===== src/rtl/des_cpu_if.sv =====
// des_cpu_if: memory-mapped bridge between the CPU data bus and the DES core wrapper.
// Bit 1 of every DES word/block is the MSB, so "wdata bit 32" is wdata[0].
module des_cpu_if #(
    parameter int LATENCY  = 16,
    parameter bit KEY_KEEP = 1'b1
) (
    input  logic        clk,
    input  logic        rst,
    input  logic        wr_en,
    input  logic        rd_en,
    input  logic [2:0]  addr,
    input  logic [31:0] wdata,
    output logic [31:0] rdata,
    output logic        rdata_valid,
    output logic        busy,
    output logic        done,
    output logic [63:0] des_plaintext,
    output logic [63:0] des_key,
    input  logic [63:0] des_result
);
    typedef enum logic [1:0] {IDLE, RUN, DONE} state_t;
    state_t      state;
    logic [63:0] pt, key, result;
    logic [3:0]  mask;
    logic        err;
    logic [7:0]  cnt;
    logic [31:0] rd_word;
    logic        ctrl, clear, start, data_wr;

    assign ctrl          = wr_en && addr == 3'd4;
    assign clear         = ctrl && wdata[1];
    assign start         = ctrl && wdata[0] && !wdata[1];
    assign data_wr       = wr_en && !addr[2];
    assign des_plaintext = pt;
    assign des_key       = key;
    assign rd_word = addr == 3'd5 ? {24'd0, mask, 1'b0, err, done, busy} :
                     addr == 3'd6 ? result[63:32] :
                     addr == 3'd7 ? result[31:0] : 32'd0;

    always_ff @(posedge clk or posedge rst) begin
        if (rst) begin
            state       <= IDLE;
            pt          <= '0;
            key         <= '0;
            result      <= '0;
            mask        <= '0;
            err         <= 1'b0;
            cnt         <= '0;
            rdata       <= '0;
            rdata_valid <= 1'b0;
            busy        <= 1'b0;
            done        <= 1'b0;
        end else begin
            rdata_valid <= rd_en;
            if (rd_en)
                rdata <= rd_word;
            if (clear) begin
                state <= IDLE;
                busy  <= 1'b0;
                done  <= 1'b0;
                mask  <= '0;
                err   <= 1'b0;
            end else begin
                if (rd_en && addr == 3'd5)
                    err <= 1'b0;
                case (state)
                    RUN: begin
                        if (data_wr || start)
                            err <= 1'b1;
                        if (cnt == 8'd1) begin
                            result <= des_result;
                            state  <= DONE;
                            busy   <= 1'b0;
                            done   <= 1'b1;
                        end else begin
                            cnt <= cnt - 8'd1;
                        end
                    end
                    default: begin
                        if (data_wr) begin
                            mask[~addr[1:0]] <= 1'b1;
                            case (addr[1:0])
                                2'd0:    pt[63:32]  <= wdata;
                                2'd1:    pt[31:0]   <= wdata;
                                2'd2:    key[63:32] <= wdata;
                                default: key[31:0]  <= wdata;
                            endcase
                        end
                        if (start && &mask) begin
                            state <= RUN;
                            busy  <= 1'b1;
                            done  <= 1'b0;
                            cnt   <= 8'(LATENCY);
                            // Keeping the key bits lets the next block reuse the loaded key
                            mask  <= KEY_KEEP ? {2'b00, mask[1:0]} : 4'b0000;
                        end else if (start) begin
                            err <= 1'b1;
                        end else if (state == DONE && rd_en && addr == 3'd7) begin
                            state <= IDLE;
                            done  <= 1'b0;
                        end
                    end
                endcase
            end
        end
    end
endmodule


===== config.mk =====
export PLATFORM = sky130hd
export DESIGN_NAME = des_cpu_if
export DESIGN_NICKNAME = d
export VERILOG_FILES = /design/src/rtl/des_cpu_if.sv
export SDC_FILE = /design/constraint.sdc
export NUM_CORES = 1
export LEC_CHECK = 0
export ABC_AREA = 1
export CAP_MARGIN = 10
export CORE_MARGIN = 2
export CORE_UTILIZATION = 52
export DETAILED_ROUTE_END_ITERATION = 10
export GPL_ROUTABILITY_DRIVEN = 0
export GPL_TIMING_DRIVEN = 0
export HOLD_SLACK_MARGIN = 0.08
export PLACE_DENSITY = 0.85
export SYNTH_ARGS = -nofsm -noshare
export SYNTH_HDL_FRONTEND = slang
export SYNTH_SLANG_ARGS = --single-unit

===== constraint.sdc =====
create_clock -name clk -period 16.63 [get_ports clk]
set_clock_uncertainty 0.05 [all_clocks]
set_input_delay 2.4945 -clock clk [delete_from_list [all_inputs] [get_ports clk]]
set_output_delay 2.4945 -clock clk [all_outputs]
set_load 0.05 [all_outputs]

== Yosys cells after proc, flatten, opt, wreduce, memory -nomap -nowiden ==
Index checks and enable logic that the tools add are counted.
Operators by class
  add/sub/neg operators: 1
  shifts and indexed selects: 0
  reductions and logical operators: 31
  $mul: 0
  divide/modulo/power cells: 0
  magnitude comparators: 2
  equal/unequal tests: 14
  muxes and demuxes: 34
  bitwise logic cells: 5
Operators by type and width (number)
  $mux 32: 3
  $mux 8: 3
  $reduce_and 4->1: 5
  $mux 1: 17
  $mux 4: 4
  $eq 3x3->1 const B: 4
  $mux 2: 6
  $reduce_and 3->1: 4
  $logic_and 1x1->1: 10
  $eq 8x1->1 const B: 1
  $sub 8x1->8 const B: 1
  $ne 2x2->1 const B: 3
  $reduce_bool 3->1: 2
  $eq 2x1->1 const B: 2
  $eq 2x2->1 const B: 2
  $ne 4x2->1 const B: 1
  $or 4x4->4: 1
  $reduce_and 2->1: 2
  $reduce_bool 2->1: 2
  $reduce_bool 4->1: 1
  $lt 2x3->1 const B: 1
  $ne 3x3->1 const B: 1
  $not 1->1: 3
  $reduce_or 3->1: 1
  6 further kinds: 7
Word-level totals
  ROM bits: 0
  output and inout port bits: 163
  flip-flop bits (word level): 242
  memories kept: 0
  logic and storage cells: 101
  bits in writable memories: 0
  latch bits: 0
  bits of input ports: 103

== Logic depth before layout (Yosys ltp) ==
Gate-level depths: netlist of the first run.
  depth in word-level cells: 10
  gate-level depth with buffers: 10
  depth with buffers taken out: 9

== Worst setup path after synthesis of the first run ==
No wires, ideal clock.
  path kind: input to register
  start point: in wr_en
  end point: reg pt[0] (netlist: des_plaintext[0])
  arrival time: 3.362 ns
  required time: 16.453 ns
  library setup time: 0.127 ns
  stages on the path: 10
  buffers on the path: 2
  path slack: 13.091 ns
  cells stage by stage: nand2_1 > inv_1 > nand3_4 > nand2_2 > inv_2 > nand2_1 > buf_4 > clkbuf_8 > nand2_1 > o21ai_0
On the way
  longest elaborated chain between the ends: 4
  elaborated cells between the ends (all ways): 5
  classes of those cells: bitwise: 1; reduce/logical: 4
Ends and longest elaborated chain
  from (decl): line 9  | input logic wr_en,
  $logic_and 1x1->1: line 30  | assign ctrl = wr_en && addr == 3'd4;
  $logic_and 1x1->1: line 31  | assign clear = ctrl && wdata[1];
  $not 1->1 (no source line)
  $reduce_and 4->1 (no source line) *
  to (signal assigned): line 84  | 2'd1: pt[31:0] <= wdata;
  to (decl): line 23  | logic [63:0] pt, key, result;
Every way passes the cells marked *; elsewhere a longest branch is shown, timed or not.
A chain may end at the register's enable or synchronous reset.

== Worst setup path after layout of the first run ==
  start point: reg done
  end point: out done
RTL lines
  from (decl): line 16  | output logic done,
  from (signal assigned): line 52  | done <= 1'b0;
  from (signal assigned): line 60  | done <= 1'b0;
  from (signal assigned): line 74  | done <= 1'b1;
No word-level cell between the ends.

==> flow_summary_export.csv, run 1 <==
group,metric,value,unit
status,status,"completed",
die,die_y,142,um
cts,cts_tree,"yes",
place,port_buffers,265,
timing,slew_headroom,49.6,%
global_route,antenna_found_initial,1,
yosys,yosysSeqAreaShare,61.2,%
place,dp_hpwl,20.0,mm
timing,hold_violations,0,
cts,clockRootBuffer,"clkbuf_16",
pwr,p_leak,0.00668,uW
die,rows,50,
timing,worst_pin_slew,0.756,ns
pwr,vdd_ir_drop_max,0.0898,mV
timing,worst_slack,12.29,ns
pwr,power_frac_seq,38.3,%
setup_path,cp_cell_sequence,"clkdlybuf4s50_1",
setup_path,cpLargestDelayFamily,"buffers and inverters",
routing,avgRoutedWirePerCell,18.0,um
setup_path,required,14.09,ns
die,core,18600,um2
timing,min_period,4.34,ns
die,die-area,20100,um2
die,start_util,52.8,%
routing,post-route-drc-count,0,
place,dp_worst_setup_slack,12.11,ns
flow_run,maxCapViolCount,0,
yosys,synth_seq_cells,241,
yosys,yosys-top-cells-area,"dfrtp_1 61%, nand2_1 10%, o21ai_0 5.4%",
timing,fin_tns_setup,0,ns
yosys,syn_nets,1164,
pwr,switching_power,663,uW
yosys,ys_types,29,
timing,finalSetupViolCount,0,
setup_path,crit_slowest_cell,"clkdlybuf4s50_1",
pwr,p_int,1210,uW
setup_path,path_class,"flop to output pin",
cts,postCtsHoldBufs,0,
cts,cts_setup_buffers,0,
routing,dr.pass1.iters,5,
yosys,ys_warn_count,0,
cts,worstSkewPairLatency,0.52,ns
setup_path,slowest_delay,0.86,ns
routing,drt_wl_total,28.8,mm
cts,ctsHtreeMaxLevel,1,
timing,rsz0062_at_grt,"false",
global_route,grt_usage,28.9,%
pwr,power,1870,uW
routing,ant_nets,0,
pwr,clockPowerShare,30.9,%
cells_and_area,syn2layout_area_growth,38.8,%
global_route,grt_pass1_vias,8911,
cells_and_area,num-nets-final,1457,
routing,via_count,8611,
cts,cts_buffer_depth,3,
cts,cts.repair.resized,0,
setup_path,end_kind,"output pin",
die,die_x,142,um
die,ios,266,
cells_and_area,final_core_util,73.3,%
global_route,grt_max_degree,135,
yosys,syn_area_per_cell,9.30,um2
cts,cts_buffers,25,
timing,fin_crit_sh,26.1,%
hold_path,hold_class,"flop to flop",
pwr,p_comb_share,30.8,%
global_route,grt_pass1_wl,46.0,mm
pwr,powerDensity,137,nW/um2
setup_path,crit_fanout,5,
cts,clkSlewWorstSetupHoldPaths,0.06,ns
setup_path,arrival,1.80,ns
timing,fmax,230,MHz
yosys,syn-instance-count,1059,
yosys,yosysTopAreaCell,"dfrtp_1",
setup_path,start_kind,"flop",
cts,numClockSinks,241,
yosys,syn_area,9850,um2
timing,maxSlewViolCount,0,
cells_and_area,drive_gt1_share,9.09,%
routing,vias_per_cell,5.39,
global_route,gr-total-overflow,0,
yosys,synth_top_cell_area_share,61.2,%
routing,drt_iter0_drc,603,
setup_path,crit_buf_inv,1,
pwr,switching_share,35.4,%
sequential cells by signal, summed over array words and instances, names as in the netlist, 4 cells and up:
name / cells
result: 64
mask: 4
des_plaintext: 64
des_key: 64
cnt: 8
rdata: 32
power by group through the flow:
stage	Combinational [uW]	Clock (uW)	Sequential, uW
after floorplan	124	0	958
after global placement	563	0	721
after detailed placement	576	0	723
after CTS	578	583	716
after global routing	608	610	725
final	576	579	717
path summary, 6_finish.rpt:
kind	startpoint	endpoint	slack [ns]	cells past startpoint
max	done	done	12.29	1
min	state[0]	state[0]	0.43	2
max reg2reg	done	des_plaintext[41]	14.78	7
min reg2reg	state[0]	state[0]	0.43	2
max in group asynchronous	rst	des_plaintext[33]	12.92	3
min in group asynchronous	rst	des_key[26]	2.48	2
per-stage QoR:
| step | std cells | hold WS, ns | cell area [um2] |
|---|---|---|---|
| after global routing | 1599 | 0.450 | 13700 |
| after detailed placement | 1559 | 0.419 | 12800 |
| after CTS | 1598 | 0.433 | 13700 |
| after global placement | 1558 | 0.404 | 12800 |
| after floorplan | 1059 | 0.392 | 9850 |
| final | 1599 | 0.430 | 13700 |
cells in the final DEF, fill, tap and decap left out, types with 3 or more instances in the layout:
cell type	n
a21oi_1	62
buf_2	25
buf_6	13
bufinv_16	4
clkbuf_1	12
clkbuf_16	25
clkbuf_8	8
clkdlybuf4s50_1	265
dfrtp_1	241
inv_1	122
nand2_1	275
nand2_2	4
nand3_1	17
nand4_1	3
nor2_1	76
nor2_2	5
nor3_1	3
o211ai_1	6
o21ai_0	106
o21ai_1	21
o21ai_2	24
o22ai_1	26
Yosys cell counts (all sizes together):
master and instances:
nand2 279, dfrtp 241, o21ai 151, inv 124
nor2 81, a21oi 62, buf 40, o22ai 26
nand3 20, clkbuf 15, o211ai 6, nand4 3
nor3 3, ha 2, or2 2, xor2 2
a21boi 1, nand3b 1
layer usage:
| layer | part of all wire (%) | wire, um | GRT usage [%] |
|---|---|---|---|
| met2 | 48 | 13900 | 47.8 |
| met5 | 0 | 0 | 0 |
| met3 | 7.5 | 2160 | 4.56 |
| met1 | 39 | 11400 | 37.2 |
| met4 | 4.7 | 1360 | 15.1 |
layout make-up:
| class | count | area (um2) |
|---|---|---|
| clock inverter | 8 | 146 |
| multi-input combinational | 639 | 2970 |
| inverter | 124 | 473 |
| sequential | 241 | 6030 |
| clock buffer | 31 | 688 |
| buffer | 55 | 384 |
| timing repair buffer | 266 | 2680 |
| fill | 1297 | 4980 |
| antenna | 1 | 2.50 |
| tap | 234 | 293 |
cell families (layout without fill, tap and decap cells):
group | Yosys count | in the layout | synth area share [%]
other cells | 0 | 1 | 0
flops | 241 | 241 | 61.2
fa+ha+maj | 2 | 2 | 0.254
simple gates | 389 | 389 | 15.8
compound gates | 246 | 246 | 13.9
xor+xnor | 2 | 2 | 0.178
buf+inv | 179 | 484 | 8.63
worst reg2reg max path, cell delays in order, from the launching register on:
cell and delay, ns:
dfrtp_1 0.42, nor2_1 0.15, inv_1 0.15, nand2_2 0.11
inv_2 0.05, nand2_2 0.18, clkbuf_1 0.42, o21ai_0 0.17
Note: power is estimated with default switching activity, not from simulation.
==> run 2: changes to the inputs <==
Settings changed: CORE_UTILIZATION 52 to 48, PLACE_DENSITY 0.85 to 0.8.
Clock period 16.63 ns to 4.09 ns, I/O delays scaled along.
==> flow_summary_export.csv, run 2 (same netlist as run 1, synthesis figures left out) <==
group,metric,value,unit
setup_path,cpLargestDelayFamily,"buffers and inverters",
timing,whs,0.431,ns
cts,cts.repair.resized,0,
pwr,power_frac_seq,38.0,%
setup_path,crit_fanout,5,
timing,slew_headroom,47.4,%
cts,cts_tree,"yes",
cts,worstSkewPairLatency,0.53,ns
timing,hold_violations,0,
pwr,p_comb_share,30.6,%
pwr,vdd_ir_drop_max,0.350,mV
place,port_buffers,265,
timing,rsz0062_at_grt,"false",
die,rows,52,
pwr,switching_share,35.4,%
cells_and_area,multi_input_area,2970,um2
setup_path,end_kind,"output pin",
global_route,antenna_found_initial,1,
cts,clockRootBuffer,"clkbuf_16",
cts,ctsHtreeMaxLevel,1,
die,die-area,21700,um2
setup_path,slowest_delay,0.87,ns
timing,finalSetupViolCount,0,
die,die_y,147,um
global_route,grt_usage,26.0,%
cells_and_area,final_cell_mix,"275 x nand2_1, 265 x clkdlybuf4s50_1, 241 x dfrtp_1, 122 x inv_1, 106 x o21ai_0",
hold_path,hold_class,"flop to flop",
pwr,p_leak,0.00675,uW
place,place_area,13000,um2
place,dp_worst_setup_slack,1.43,ns
cts,numClockSinks,241,
cells_and_area,mostFrequentLayoutCell,"nand2_1",
timing,maxSlewViolCount,0,
global_route,grt_pass1_wl,45.2,mm
cells_and_area,nFillCells,1556,
routing,vias_per_cell,5.12,
cells_and_area,num-nets-final,1463,
cells_and_area,drive_gt1_share,9.66,%
timing,fin_tns_setup,0,ns
routing,ant_nets,0,
die,core,20200,um2
global_route,gr-total-overflow,0,
timing,worst_pin_slew,0.788,ns
routing,dr.pass1.iters,4,
pwr,switching_power,2710,uW
cells_and_area,syn2layout_area_growth,40.6,%
routing,drt_wl_total,28.4,mm
cts,cts_buffers,26,
flow_run,maxCapViolCount,0,
routing,post-route-drc-count,0,
setup_path,arrival,1.84,ns
die,ios,266,
setup_path,path_class,"flop to output pin",
setup_path,required,3.43,ns
pwr,powerDensity,553,nW/um2
cts,cts_setup_buffers,0,
global_route,grt_pass1_vias,8620,
routing,drt_iter0_drc,426,
place,dp_hpwl,20.4,mm
pwr,clockPowerShare,31.4,%
setup_path,cp_cell_sequence,"clkdlybuf4s50_1",
cts,cts_buffer_depth,3,
routing,avgRoutedWirePerCell,17.2,um
die,start_util,48.8,%
cts,clkSlewWorstSetupHoldPaths,0.06,ns
cts,postCtsHoldBufs,0,
cells_and_area,final_core_util,68.7,%
routing,via_count,8443,
timing,min_period,2.50,ns
timing,worst_slack,1.59,ns
cells_and_area,fin_area,13800,um2
status,status,"completed",
timing,fin_crit_sh,61.1,%
setup_path,crit_buf_inv,1,
global_route,grt_max_degree,44,
pwr,p_int,4950,uW
setup_path,start_kind,"flop",
setup_path,crit_slowest_cell,"clkdlybuf4s50_1",
die,die_x,147,um
cells_and_area,layout.area.seq,6030,um2
timing,fmax,400,MHz
-- run 2: power by group through the flow --
stage / logic [uW] / registers [uW] / clock network (uW)
finish: 2340 / 2910 / 2400
global route: 2480 / 2940 / 2530
CTS: 2360 / 2910 / 2430
detailed placement: 2350 / 2940 / 0
global placement: 2300 / 2930 / 0
floorplan: 506 / 3890 / 0
-- run 2: worst min-delay path, stage by stage (launching register included) --
cell and delay (ns):
dfrtp_1 0.34, nand2_1 0.05, o21ai_0 0.05
-- run 2: path summary, 6_finish.rpt --
kind	startpoint	end	slack, ns	cells after the start
max	done	done	1.59	1
min	des_key[20]	des_key[20]	0.43	2
max reg2reg	done	des_plaintext[28]	2.19	7
min reg2reg	des_key[20]	des_key[20]	0.43	2
max in group asynchronous	rst	result[8]	2.57	4
min in group asynchronous	rst	rdata[26]	0.54	2
-- run 2: final cells by class --
type                       count  share of cell area, %
clock inverter                 7                  0.641
tap                          270                   2.44
multi-input combinational    639                   21.4
sequential                   241                   43.5
antenna                        1                 0.0181
inverter                     124                   3.39
clock buffer                  40                   5.74
buffer                        55                   2.77
timing repair buffer         271                   20.0
-- run 2: layer usage --
metal  share of wire [%]  wire length (um)  vias up  GRT usage (%)
met5                   0                 0        -              0
met4                 3.7              1040        0           9.86
met3                 7.1              2010       65           5.81
met2                  48             13600      292           43.2
met1                  41             11800     4119           33.7
li1                    -                 -     3967              -
-- run 2: through the flow --
stage	cells	total power [uW]
after floorplan	1059	4400
after global placement	1594	5230
after detailed placement	1600	5290
after CTS	1647	7690
after global routing	1648	7950
final	1648	7650
